===== config.mk =====
export PLATFORM = sky130hd
export DESIGN_NAME = alu_exec_unit_flat
export DESIGN_NICKNAME = d
export VERILOG_FILES = /design/src/rtl/alu_exec_unit_if.sv /design/src/rtl/alu_exec_unit.sv /design/src/flat_wrapper.sv
export SDC_FILE = /design/constraint.sdc
export NUM_CORES = 1
export LEC_CHECK = 0
export BUFFER_PORTS_ARGS = -buffer_cell sky130_fd_sc_hd__clkbuf_2
export CAP_MARGIN = 0
export CORE_UTILIZATION = 45
export CTS_BUF_LIST = sky130_fd_sc_hd__clkbuf_8
export DETAILED_ROUTE_END_ITERATION = 12
export PLACE_DENSITY = 0.72
export SLEW_MARGIN = 10
export SYNTH_ARGS = -nofsm -noshare
export SYNTH_HDL_FRONTEND = slang
export SYNTH_SLANG_ARGS = --single-unit

===== constraint.sdc =====
create_clock -name clk -period 9.2 [get_ports clk]
set_input_delay 0.92 -clock clk [delete_from_list [all_inputs] [get_ports clk]]
set_output_delay 0.92 -clock clk [all_outputs]
set_load 0.03 [all_outputs]

===== src/rtl/alu_exec_unit_if.sv =====
// alu_exec_unit_if
//   Issue-side and writeback-side handshake bundle for alu_exec_unit.
//   master : the issue/writeback environment (drives operands and out_ready)
//   slave  : the execution unit (drives in_ready, result, status, ops_done)
//   Signals:
//     in_valid / in_ready      operand bundle handshake
//     operation, src_a, src_b  operand bundle
//     out_valid / out_ready    result handshake
//     result, zero, illegal    result bundle
//     ops_done                 completed output handshake count
interface alu_exec_unit_if #(
  parameter int WIDTH = 64,
  parameter int CNT_W = 16
);
  logic             in_valid;
  logic             in_ready;
  logic [3:0]       operation;
  logic [WIDTH-1:0] src_a;
  logic [WIDTH-1:0] src_b;
  logic             out_valid;
  logic             out_ready;
  logic [WIDTH-1:0] result;
  logic             zero;
  logic             illegal;
  logic [CNT_W-1:0] ops_done;

  modport master (
    output in_valid, operation, src_a, src_b, out_ready,
    input  in_ready, out_valid, result, zero, illegal, ops_done
  );

  modport slave (
    input  in_valid, operation, src_a, src_b, out_ready,
    output in_ready, out_valid, result, zero, illegal, ops_done
  );
endinterface


===== src/rtl/alu_exec_unit.sv =====
// alu_exec_unit
//   Two-stage execution pipeline for the 4-bit ALU operation code.
//   S1 captures operands and op; S2 computes and holds the result.
//   Ports:
//     clk      rising-edge clock
//     reset_n  asynchronous active-low reset
//     bus      alu_exec_unit_if.slave (operand/result handshakes, status, counter)
//
//   Stage state table (same encoding for S1 and S2)
//   state | meaning
//   EMPTY | stage holds no bundle
//   FULL  | stage holds a bundle waiting to advance
module alu_exec_unit #(
  parameter int WIDTH = 64,
  parameter int CNT_W = 16
) (
  input  logic          clk,
  input  logic          reset_n,
  alu_exec_unit_if.slave bus
);

  localparam logic [3:0] OP_AND = 4'b0000;
  localparam logic [3:0] OP_OR  = 4'b0001;
  localparam logic [3:0] OP_ADD = 4'b0010;
  localparam logic [3:0] OP_SUB = 4'b0110;

  typedef enum logic {EMPTY = 1'b0, FULL = 1'b1} stage_t;

  stage_t s1_state_q, s1_state_d;
  stage_t s2_state_q, s2_state_d;

  logic [3:0]       op_q;
  logic [WIDTH-1:0] a_q, b_q;
  logic [WIDTH-1:0] result_q;
  logic             zero_q, illegal_q;
  logic [CNT_W-1:0] ops_done_q;

  logic             s1_full, s2_full;
  logic             s2_load, in_fire, out_fire, in_ready;
  logic [WIDTH-1:0] alu_res;
  logic             alu_illegal;

  always_ff @(posedge clk or negedge reset_n) begin
    if (!reset_n) begin
      s1_state_q <= EMPTY;
      s2_state_q <= EMPTY;
    end else begin
      s1_state_q <= s1_state_d;
      s2_state_q <= s2_state_d;
    end
  end

  always_comb begin
    s1_full     = (s1_state_q == FULL);
    s2_full     = (s2_state_q == FULL);
    // S2 takes the S1 bundle when it is empty or its result leaves this cycle.
    s2_load     = s1_full && (!s2_full || bus.out_ready);
    in_ready    = !s1_full || s2_load;
    in_fire     = bus.in_valid && in_ready;
    out_fire    = s2_full && bus.out_ready;
    s1_state_d  = s1_state_q;
    s2_state_d  = s2_state_q;

    if (in_fire)       s1_state_d = FULL;
    else if (s2_load)  s1_state_d = EMPTY;

    if (s2_load)       s2_state_d = FULL;
    else if (out_fire) s2_state_d = EMPTY;
  end

  always_comb begin
    alu_res     = '0;
    alu_illegal = 1'b0;
    case (op_q)
      OP_AND:  alu_res = a_q & b_q;
      OP_OR:   alu_res = a_q | b_q;
      OP_ADD:  alu_res = a_q + b_q;
      OP_SUB:  alu_res = a_q - b_q;
      default: alu_illegal = 1'b1;
    endcase
  end

  always_ff @(posedge clk or negedge reset_n) begin
    if (!reset_n) begin
      op_q      <= '0;
      a_q       <= '0;
      b_q       <= '0;
      result_q  <= '0;
      zero_q    <= 1'b0;
      illegal_q <= 1'b0;
    end else begin
      if (in_fire) begin
        op_q <= bus.operation;
        a_q  <= bus.src_a;
        b_q  <= bus.src_b;
      end
      if (s2_load) begin
        result_q  <= alu_res;
        zero_q    <= (alu_res == '0);
        illegal_q <= alu_illegal;
      end
    end
  end

  always_ff @(posedge clk or negedge reset_n) begin
    if (!reset_n)      ops_done_q <= '0;
    else if (out_fire) ops_done_q <= ops_done_q + 1'b1;
  end

  assign bus.in_ready  = in_ready;
  assign bus.out_valid = s2_full;
  assign bus.result    = result_q;
  assign bus.zero      = zero_q;
  assign bus.illegal   = illegal_q;
  assign bus.ops_done  = ops_done_q;

endmodule


===== src/flat_wrapper.sv =====
// flat-port wrapper written by rule: the top's interface ports become plain ports
module alu_exec_unit_flat 
#(
  parameter int WIDTH = 64,
  parameter int CNT_W = 16
)
  (clk, reset_n, bus_in_valid, bus_operation, bus_src_a, bus_src_b, bus_out_ready, bus_in_ready, bus_out_valid, bus_result, bus_zero, bus_illegal, bus_ops_done);
  alu_exec_unit_if #(.WIDTH(WIDTH), .CNT_W(CNT_W)) bus_i ();
  input  logic clk;
  input  logic reset_n;
  input wire logic [$bits(bus_i.in_valid)-1:0] bus_in_valid;
  input wire logic [$bits(bus_i.operation)-1:0] bus_operation;
  input wire logic [$bits(bus_i.src_a)-1:0] bus_src_a;
  input wire logic [$bits(bus_i.src_b)-1:0] bus_src_b;
  input wire logic [$bits(bus_i.out_ready)-1:0] bus_out_ready;
  output wire logic [$bits(bus_i.in_ready)-1:0] bus_in_ready;
  output wire logic [$bits(bus_i.out_valid)-1:0] bus_out_valid;
  output wire logic [$bits(bus_i.result)-1:0] bus_result;
  output wire logic [$bits(bus_i.zero)-1:0] bus_zero;
  output wire logic [$bits(bus_i.illegal)-1:0] bus_illegal;
  output wire logic [$bits(bus_i.ops_done)-1:0] bus_ops_done;
  assign bus_i.in_valid = bus_in_valid;
  assign bus_i.operation = bus_operation;
  assign bus_i.src_a = bus_src_a;
  assign bus_i.src_b = bus_src_b;
  assign bus_i.out_ready = bus_out_ready;
  assign bus_in_ready = bus_i.in_ready;
  assign bus_out_valid = bus_i.out_valid;
  assign bus_result = bus_i.result;
  assign bus_zero = bus_i.zero;
  assign bus_illegal = bus_i.illegal;
  assign bus_ops_done = bus_i.ops_done;
  alu_exec_unit #(.WIDTH(WIDTH), .CNT_W(CNT_W)) u_core (.clk(clk), .reset_n(reset_n), .bus(bus_i));
endmodule

== Word-level counts from Yosys, hierarchy flattened ==
Index checks and enable logic that the tools add are counted.
Widths: inputs -> output; s select.
Storage, ports and cells
  flip-flop bits (word level): 216
  latch bits: 0
  RAM bits: 0
  bits in read-only memories: 0
  word-level logic and storage cells: 35
  memories kept: 0
Operators by class
  add/subtract/negate cells: 3
  multiply operators: 0
  div/mod/pow operators: 0
  magnitude comparators: 0
  equal/unequal tests: 3
  shift operators: 0
  muxes and demuxes: 6
  bitwise logic cells: 2
  reductions and logical operators: 12
Operators with widths (number)
  $pmux 64 s4: 1
  $add 64x64->64: 1
  $and 64x64->64: 1
  $logic_not 64->1: 1
  $or 64x64->64: 1
  $sub 64x64->64: 1
  $add 16x1->16 const B: 1
  $mux 1: 5
  $eq 4x1->1 const B: 1
  $eq 4x2->1 const B: 1
  $eq 4x3->1 const B: 1
  $logic_not 4->1: 1
  $reduce_bool 2->1: 2
  $reduce_or 4->1: 1
  $logic_and 1x1->1: 3
  $logic_not 1->1: 2
  $logic_or 1x1->1: 2

== Logic depth before layout (Yosys ltp) ==
Gate-level depths: netlist (run 1).
  depth in word-level cells: 6
  mapped depth: 27
  gate-level depth less buffers: 26

== Least setup slack after synthesis (run 1) ==
Ideal clock, no wire load.
  path kind: register to register
  from: reg u_core.b_q[10]
  to: reg u_core.zero_q (netlist: u_core.bus.zero)
  library setup time: 66 ps
  arrival: 5845 ps
  path slack: 3290 ps
  cell stages (with the launch flop): 24
  cell sequence: dfrtp_1 > or4_4 > nor4b_4 > nand3_2 > or4_4 > or3_4 > or3_4 > nor4_4 > nor2_1 > xnor2_1 > ha_1 > clkbuf_1 > a21oi_1 > o21ai_0 > a31oi_1 > o21ai_0 > or2_2 > a211o_1 > o31a_1 > xnor2_1 > a2111oi_0 > and4bb_2 > nand2_1 > nand2_1
On the way
  cells in the longest elaborated chain, start to end: 3
  elaborated cells between the ends (all ways): 6
  those cells by class: add/sub: 2; mux: 1; bitwise: 2; reduce/logical: 1
RTL lines
  from (decl): line alu_exec_unit.sv:33  | logic [WIDTH-1:0] a_q, b_q;
  from (signal assigned): line alu_exec_unit.sv:95  | b_q <= bus.src_b;
  $sub 64x64->64 (tied with other cells): line alu_exec_unit.sv:78  | OP_SUB: alu_res = a_q - b_q;
  $pmux 64 s4 (*): line alu_exec_unit.sv:74  | case (op_q)
  $logic_not 64->1 (*): line alu_exec_unit.sv:99  | zero_q <= (alu_res == '0);
  to (signal assigned): line alu_exec_unit.sv:99
  to (decl): line alu_exec_unit.sv:35  | logic zero_q, illegal_q;
Mark *: on every way between the ends. The rest lies on a longest branch, timed or not.
A chain may end at the register's enable or synchronous reset.

== Worst setup path in the final report (run 1) ==
  from: reg u_core.b_q[4]
  to: reg u_core.zero_q (netlist: u_core.bus.zero)
Same word-level chain as after synthesis.

==> results of run 1 <==
==> metal layers <==
layer | routed length (um) | GRT usage (%) | vias to the layer above
met5 | 0 | 0 | -
met4 | 1670 | 11.1 | 0
met3 | 3970 | 6.08 | 118
met2 | 21400 | 44.9 | 601
met1 | 21000 | 38.0 | 6488
li1 | - | - | 6354
==> registers in the layout, indices dropped and copies added, names as in the netlist <==
signal and flops:
u_core.a_q 64, u_core.b_q 64, u_core.bus.result 64, u_core.bus.ops_done 16, u_core.op_q 4, u_core.bus.illegal 1, u_core.bus.out_valid 1, u_core.bus.zero 1
u_core.s1_full 1
==> layout by cell type, fill, tap and decap left out, drive strengths merged, types with 6 or more instances in the layout <==
cell and count:
o31ai 18, a221oi 6, a31oi 21, a21o 22, a211oi 8, nor3 33, o41ai 7, a22oi 16
o21bai 7, o21a 13, nand2 224, o21ai 115, or3 10, mux2 141, ha 67, buf 15
mux2i 8, nor2b 6, dfrtp 216, o211ai 11, a2111oi 7, nand4 36, maj3 57, and3 13
nand2b 20, inv 38, xor2 62, a21oi 114, and2 11, xnor2 66, nand3 20, nor2 105
clkbuf 265, nor4 13
==> final cells by class <==
cell class                      count  area (sq um)  area share [%]
Clock buffer                       46           633            3.66
Sequential cell                   216          5410            31.3
Tap cell                          442           553            3.20
Timing Repair Buffer              234          1220            7.04
Clock inverter                     23           184            1.06
Multi-Input combinational cell   1321          9210            53.2
Inverter                           25          93.8           0.542
==> worst min-delay path by stage <==
stage / cells after the start / from / to
2_1_floorplan: 1 / u_core.s1_full$_DFFE_PN0P_ / u_core.bus.out_valid$_DFFE_PN0P_
3_3_place_gp: 1 / u_core.bus.ops_done[15]$_DFFE_PN0P_ / u_core.bus.ops_done[15]$_DFFE_PN0P_
3_5_place_dp: 1 / u_core.bus.ops_done[15]$_DFFE_PN0P_ / u_core.bus.ops_done[15]$_DFFE_PN0P_
4_1_cts: 1 / reset_n / u_core.bus.result[10]$_DFFE_PN0P_
5_1_grt: 1 / reset_n / u_core.b_q[3]$_DFFE_PN0P_
6_report: 1 / reset_n / u_core.b_q[2]$_DFFE_PN0P_
==> power by group through the flow <==
stage | registers [mW] | logic (mW) | clock network, mW
detailed placement | 1.32 | 2.00 | 0
global placement | 1.31 | 2.00 | 0
floorplan | 1.44 | 1.28 | 0
global route | 1.33 | 2.22 | 1.02
finish | 1.31 | 2.04 | 0.951
CTS | 1.31 | 2.01 | 0.973
==> logic make-up (layout without fill, tap and decap cells) <==
kind of cell	count (synthesis)	count (layout)
simple gates	520	520
buf+inv	115	328
fa+ha+maj	125	125
mux	149	149
compound gates	399	399
xor+xnor	128	128
flops	216	216
==> per-stage QoR <==
stage,worst slack (ps),hold WS (ps),std cells
after floorplan,3290,471,1652
after global placement,2020,458,2238
after detailed placement,2010,455,2238
after CTS,1960,320,2307
after global routing,1230,344,2307
final,1790,323,2307
==> impl_metrics.tcl, run 1 <==
set metrics [dict create \
    ff2ff_setup_slack_ps 1790 \
    h-tree-depth 2 \
    syn_nets 1856 \
    synth-seq-cells 216 \
    synth_fa_ha_area_share_pct 9.51 \
    synth-main-ff-cell "dfrtp_1" \
    route.detailed.drc 0 \
    hold_viol 0 \
    crit_path_max_incr_delay_ps 870 \
    ys_seq_area_share_pct 36.0 \
    crit_path_end "u_core.bus.zero$_DFFE_PN0P_" \
    cts.sinks 216 \
    synthArstFlopShare_pct 100 \
    ioPinCount 220 \
    die_y_um 185 \
    synth_xor_area_share_pct 7.46 \
    p_seq_share_pct 30.4 \
    reg2reg_depth 22 \
    syn_to_final_growth_pct 15.1 \
    internal_power_mw 2.41 \
    cp_slowest_cell "nor4_1" \
    synth_compound_area_share_pct 16.6 \
    clock.fmax_ghz 0.135 \
    worst-path-stages 22 \
    start_util_pct 46.0 \
    port_buffers 219 \
    synth_common_cells "nand2_1, dfrtp_1, mux2_2, a21oi_1, o21ai_0" \
    required_ps 9690 \
    worst-slew-pin-transition_ps 1130 \
    final_area_sq_um 17300 \
    outcome "completed" \
    rsz0062_at_grt "no" \
    finalNetCount 2041 \
    synth_most_common_cell "nand2_1" \
    synth_edf_count 0 \
    postRouteAntennaNets 0 \
    grt_max_degree 82 \
    antenna_found_initial 3 \
    leakage_nw 7.75 \
    clk_pin_slew_ps 70 \
    avgRoutedWirePerCell_um 20.8 \
    post_cts_buffers 0 \
    cts_buffer_depth 3 \
    period_minus_slack_ps 7410 \
    synth_area_leaders "dfrtp_1, mux2_2, ha_1" \
    drt-pass1-iter-count 5 \
    synth_top_area_cell "dfrtp_1" \
    synthDistinctLibCells 75 \
    grt_pass1_vias 13400 \
    diodes 0 \
    yosysWarnings 0 \
    skew_ps 24.9 \
    muxShareOfSynthArea_pct 11.1 \
    max-cap-violations 0 \
    timing.critical_path.arrival_ps 7900 \
    grt_remaining_overflow 0 \
    power_frac_comb_pct 47.5 \
    core_area_sq_um 32700 \
    synth_top_area_share_pct 36.0 \
    nFillCells 3034 \
    syn_inst 1652 \
    cts_buffers 39 \
    crit_chain "nor4_1 > nand3_2 > or4_4 > or3_4 > or3_4 > nor4_4 > nor2_1 > xnor2_1 > ha_1 > a21oi_1 > o21ai_0 > nor2_1 > nand2_1 > o31ai_1 > mux2_2 > nor2_1 > nand4_1 > a2111oi_0 > nand4_1 > and4bb_2 > nand2_1 > nand2_1" \
    clk_latency_ps 580 \
    endpoint_kind "register" \
    finalWirelength_mm 48.1 \
    setup_tns_ps 0 \
    slew_viol_final 0 \
    via_per_inst 5.88 \
    hold_path_class "input pin to async pin" \
    rr_startpoint "u_core.b_q[4]$_DFFE_PN0P_" \
    crit_path_start "u_core.b_q[4]$_DFFE_PN0P_" \
    via_count 13600 \
    syn_area_per_cell_sq_um 9.10 \
    relSlewSlack_pct 24.1 \
    holdBufCountCts 0 \
    r2r_end "u_core.bus.zero$_DFFE_PN0P_" \
    drive_gt1_share_pct 24.5 \
    globalplace.congestion 0.967 \
    drt_iter0_markers 1228 \
    syn-cell-area_sq_um 15000 \
    p_sw_mw 1.89 \
    p_clk_share_pct 22.1 \
    cts_resized 0 \
    clock-root-buffer "clkbuf_8" \
    cp_top_family "simple AND/OR/NAND/NOR gates" \
    hpwl_mm 36.8 \
    postPlaceCellArea_sq_um 16500 \
    cts_tree "yes" \
    finalPower_mw 4.30 \
    vdd_drop_max_mv 0.124 \
    power_density_nw_per_um2 249 \
    startpoint_type "register" \
    final_core_util_pct 52.9 \
    setup_viol 0 \
    die_area_sq_um 34100 \
    critPathBufInv 0 \
    synth_top_family_by_area "compound AO/OA/AOI/OAI gates" \
    critPathMaxFanout 9 \
    yosys.area_share.simple_pct 16.5 \
    worst-setup-path-type "register to register" \
    rows 66 \
    grt_first_pass_wirelength_mm 74.9 \
    die_w_um 185 \
    grt_usage_pct 28.4 \
    period_share_pct 80.5 \
    sw_frac_of_total_pct 43.9 \
]
Power figures use the tool's default switching activity.
==> run 2, diff against run 1 <==
- clock period: 9.2 -> 7.55 ns (I/O delays scaled with it)
==> run 2 against run 1 <==
Cell area is 0.26% higher. Via count up 0.29%. Combinational power up 23%. Hold slack got worse by 100 ps. Cell count increased by 0.17%. Clock skew increased by 0.51 ps. Power up 22%. Die area unchanged. Clock power up 20%. Highest routed layer is now met5.
==> impl_metrics.tcl, run 2 (synthesis results as in run 1) <==
set metrics [dict create \
    outcome "completed" \
    final_area_sq_um 17300 \
    antenna_found_initial 2 \
    hpwl_mm 36.7 \
    core_area_sq_um 32700 \
    clk_pin_slew_ps 70 \
    grt_first_pass_wirelength_mm 74.1 \
    ioPinCount 220 \
    crit_chain "or4_4 > nor4b_4 > nand3_2 > or4_4 > or3_4 > or3_4 > nor4_4 > nand2_1 > o21ai_0 > xor2_1 > ha_1 > a21oi_1 > o21bai_1 > a21oi_1 > o21ai_0 > a21boi_0 > o31ai_1 > xor2_1 > nand2_1 > nand4_1 > a2111oi_1 > o211a_1 > nand2_1 > nand2_1" \
    setup_ws_ps 360 \
    final_core_util_pct 53.0 \
    clock-root-buffer "clkbuf_8" \
    fin_cells 2311 \
    start_util_pct 46.0 \
    hold_path_class "input pin to async pin" \
    crit_path_frequent_cell "nand2_1" \
    period_minus_slack_ps 7190 \
    drt-pass1-iter-count 6 \
    via_per_inst 5.88 \
    dpl_worst_slack_ps 414 \
    required_ps 8040 \
    whs_ps 223 \
    critPathMaxFanout 10 \
    endpoint_kind "register" \
    globalplace.congestion 1.02 \
    finalNetCount 2048 \
    reg2reg_depth 24 \
    rsz0062_at_grt "no" \
    hold_viol 0 \
    layout_common_cells "nand2_1, clkbuf_2, dfrtp_1" \
    drive_gt1_share_pct 24.9 \
    vdd_drop_max_mv 0.170 \
    worst-setup-path-type "register to register" \
    drt_iter0_markers 1263 \
    port_buffers 219 \
    finalWirelength_mm 48.0 \
    clk_latency_ps 550 \
    setup_tns_ps 0 \
    power_density_nw_per_um2 303 \
    clock.fmax_ghz 0.139 \
    post_cts_buffers 0 \
    rows 66 \
    rr_startpoint "u_core.b_q[10]$_DFFE_PN0P_" \
    grt_pass1_vias 13400 \
    grt_remaining_overflow 0 \
    die_w_um 185 \
    period_share_pct 95.2 \
    max-cap-violations 0 \
    final_common_cell "nand2_1" \
    via_count 13600 \
    crit_path_max_incr_delay_ps 600 \
    startpoint_type "register" \
    postRouteAntennaNets 0 \
    nFillCells 3045 \
    cts_resized 0 \
    relSlewSlack_pct 32.1 \
    holdBufCountCts 0 \
    route.detailed.drc 0 \
    grt_usage_pct 28.0 \
    crit_path_start "u_core.b_q[10]$_DFFE_PN0P_" \
    avgRoutedWirePerCell_um 20.8 \
    die_area_sq_um 34100 \
    grt_max_degree 80 \
    timing.critical_path.arrival_ps 7680 \
    die_y_um 185 \
    postPlaceCellArea_sq_um 16500 \
    cts_buffer_depth 3 \
    h-tree-depth 2 \
    ff2ff_setup_slack_ps 360 \
    slew_viol_final 0 \
    r2r_end "u_core.bus.zero$_DFFE_PN0P_" \
    diodes 0 \
    cp_slowest_cell "a2111oi_1" \
    finalPower_mw 5.25 \
    crit_path_end "u_core.bus.zero$_DFFE_PN0P_" \
    skew_ps 25.5 \
    worst-slew-pin-transition_ps 1020 \
    cts_tree "yes" \
    cts.sinks 216 \
    setup_viol 0 \
    syn_to_final_growth_pct 15.4 \
    cts_buffers 38 \
    dpl.cell_count 2246 \
    leakage_nw 7.76 \
]
run 2: changes by cell type in the layout (fill, tap and decap cells not counted):
cell,previous run,this run
a2111oi_0,7,5
a2111oi_1,0,2
buf_4,15,23
bufinv_16,3,2
clkbuf_8,47,49
clkinv_4,0,1
clkinvlp_4,2,3
inv_1,37,31
inv_6,1,0
o21ai_0,114,113
o21ai_1,1,2
run 2: worst min-delay path by stage:
stage / endpoint / cells past startpoint / slack [ps] / startpoint
after floorplan: u_core.a_q[0]$_DFFE_PN0P_ / 0 / 460 / reset_n
after global placement: u_core.bus.ops_done[15]$_DFFE_PN0P_ / 1 / 460 / u_core.bus.ops_done[15]$_DFFE_PN0P_
after detailed placement: u_core.bus.ops_done[15]$_DFFE_PN0P_ / 1 / 470 / u_core.bus.ops_done[15]$_DFFE_PN0P_
after CTS: u_core.bus.ops_done[0]$_DFFE_PN0P_ / 1 / 230 / reset_n
after global routing: u_core.bus.ops_done[0]$_DFFE_PN0P_ / 1 / 250 / reset_n
final: u_core.bus.ops_done[0]$_DFFE_PN0P_ / 1 / 220 / reset_n
run 2: metal layers:
metal / part of all wire (%) / global-route usage, % / vias up
met1: 44 / 38.0 / 6587
met3: 7.5 / 5.15 / 106
met4: 3.6 / 11.0 / 2
li1: - / - / 6381
met2: 45 / 44.2 / 524
met5: 0.027 / 0 / -
run 2: layout make-up:
cell class	count	area [sq um]	area share [%]
Clock buffer	48	661	3.81
Clock inverter	17	139	0.801
Inverter	25	93.8	0.541
Multi-Input combinational cell	1321	9210	53.1
Sequential cell	216	5410	31.2
Tap cell	442	553	3.19
Timing Repair Buffer	242	1280	7.37
run 2: critical path, delay by kind of cell, from the launching register on:
| kind | cells | cell delay (ps) |
|---|---|---|
| compound gates | 9 | 2330 |
| xor+xnor | 2 | 320 |
| fa+ha+maj | 1 | 360 |
| flops | 1 | 420 |
| simple gates | 12 | 3720 |
run 2: power breakdown:
| part | switching [mW] | internal [mW] | total [mW] |
|---|---|---|---|
| Sequential | 0.233 | 1.37 | 1.60 |
| Clock | 0.502 | 0.642 | 1.14 |
| Combinational | 1.58 | 0.928 | 2.51 |
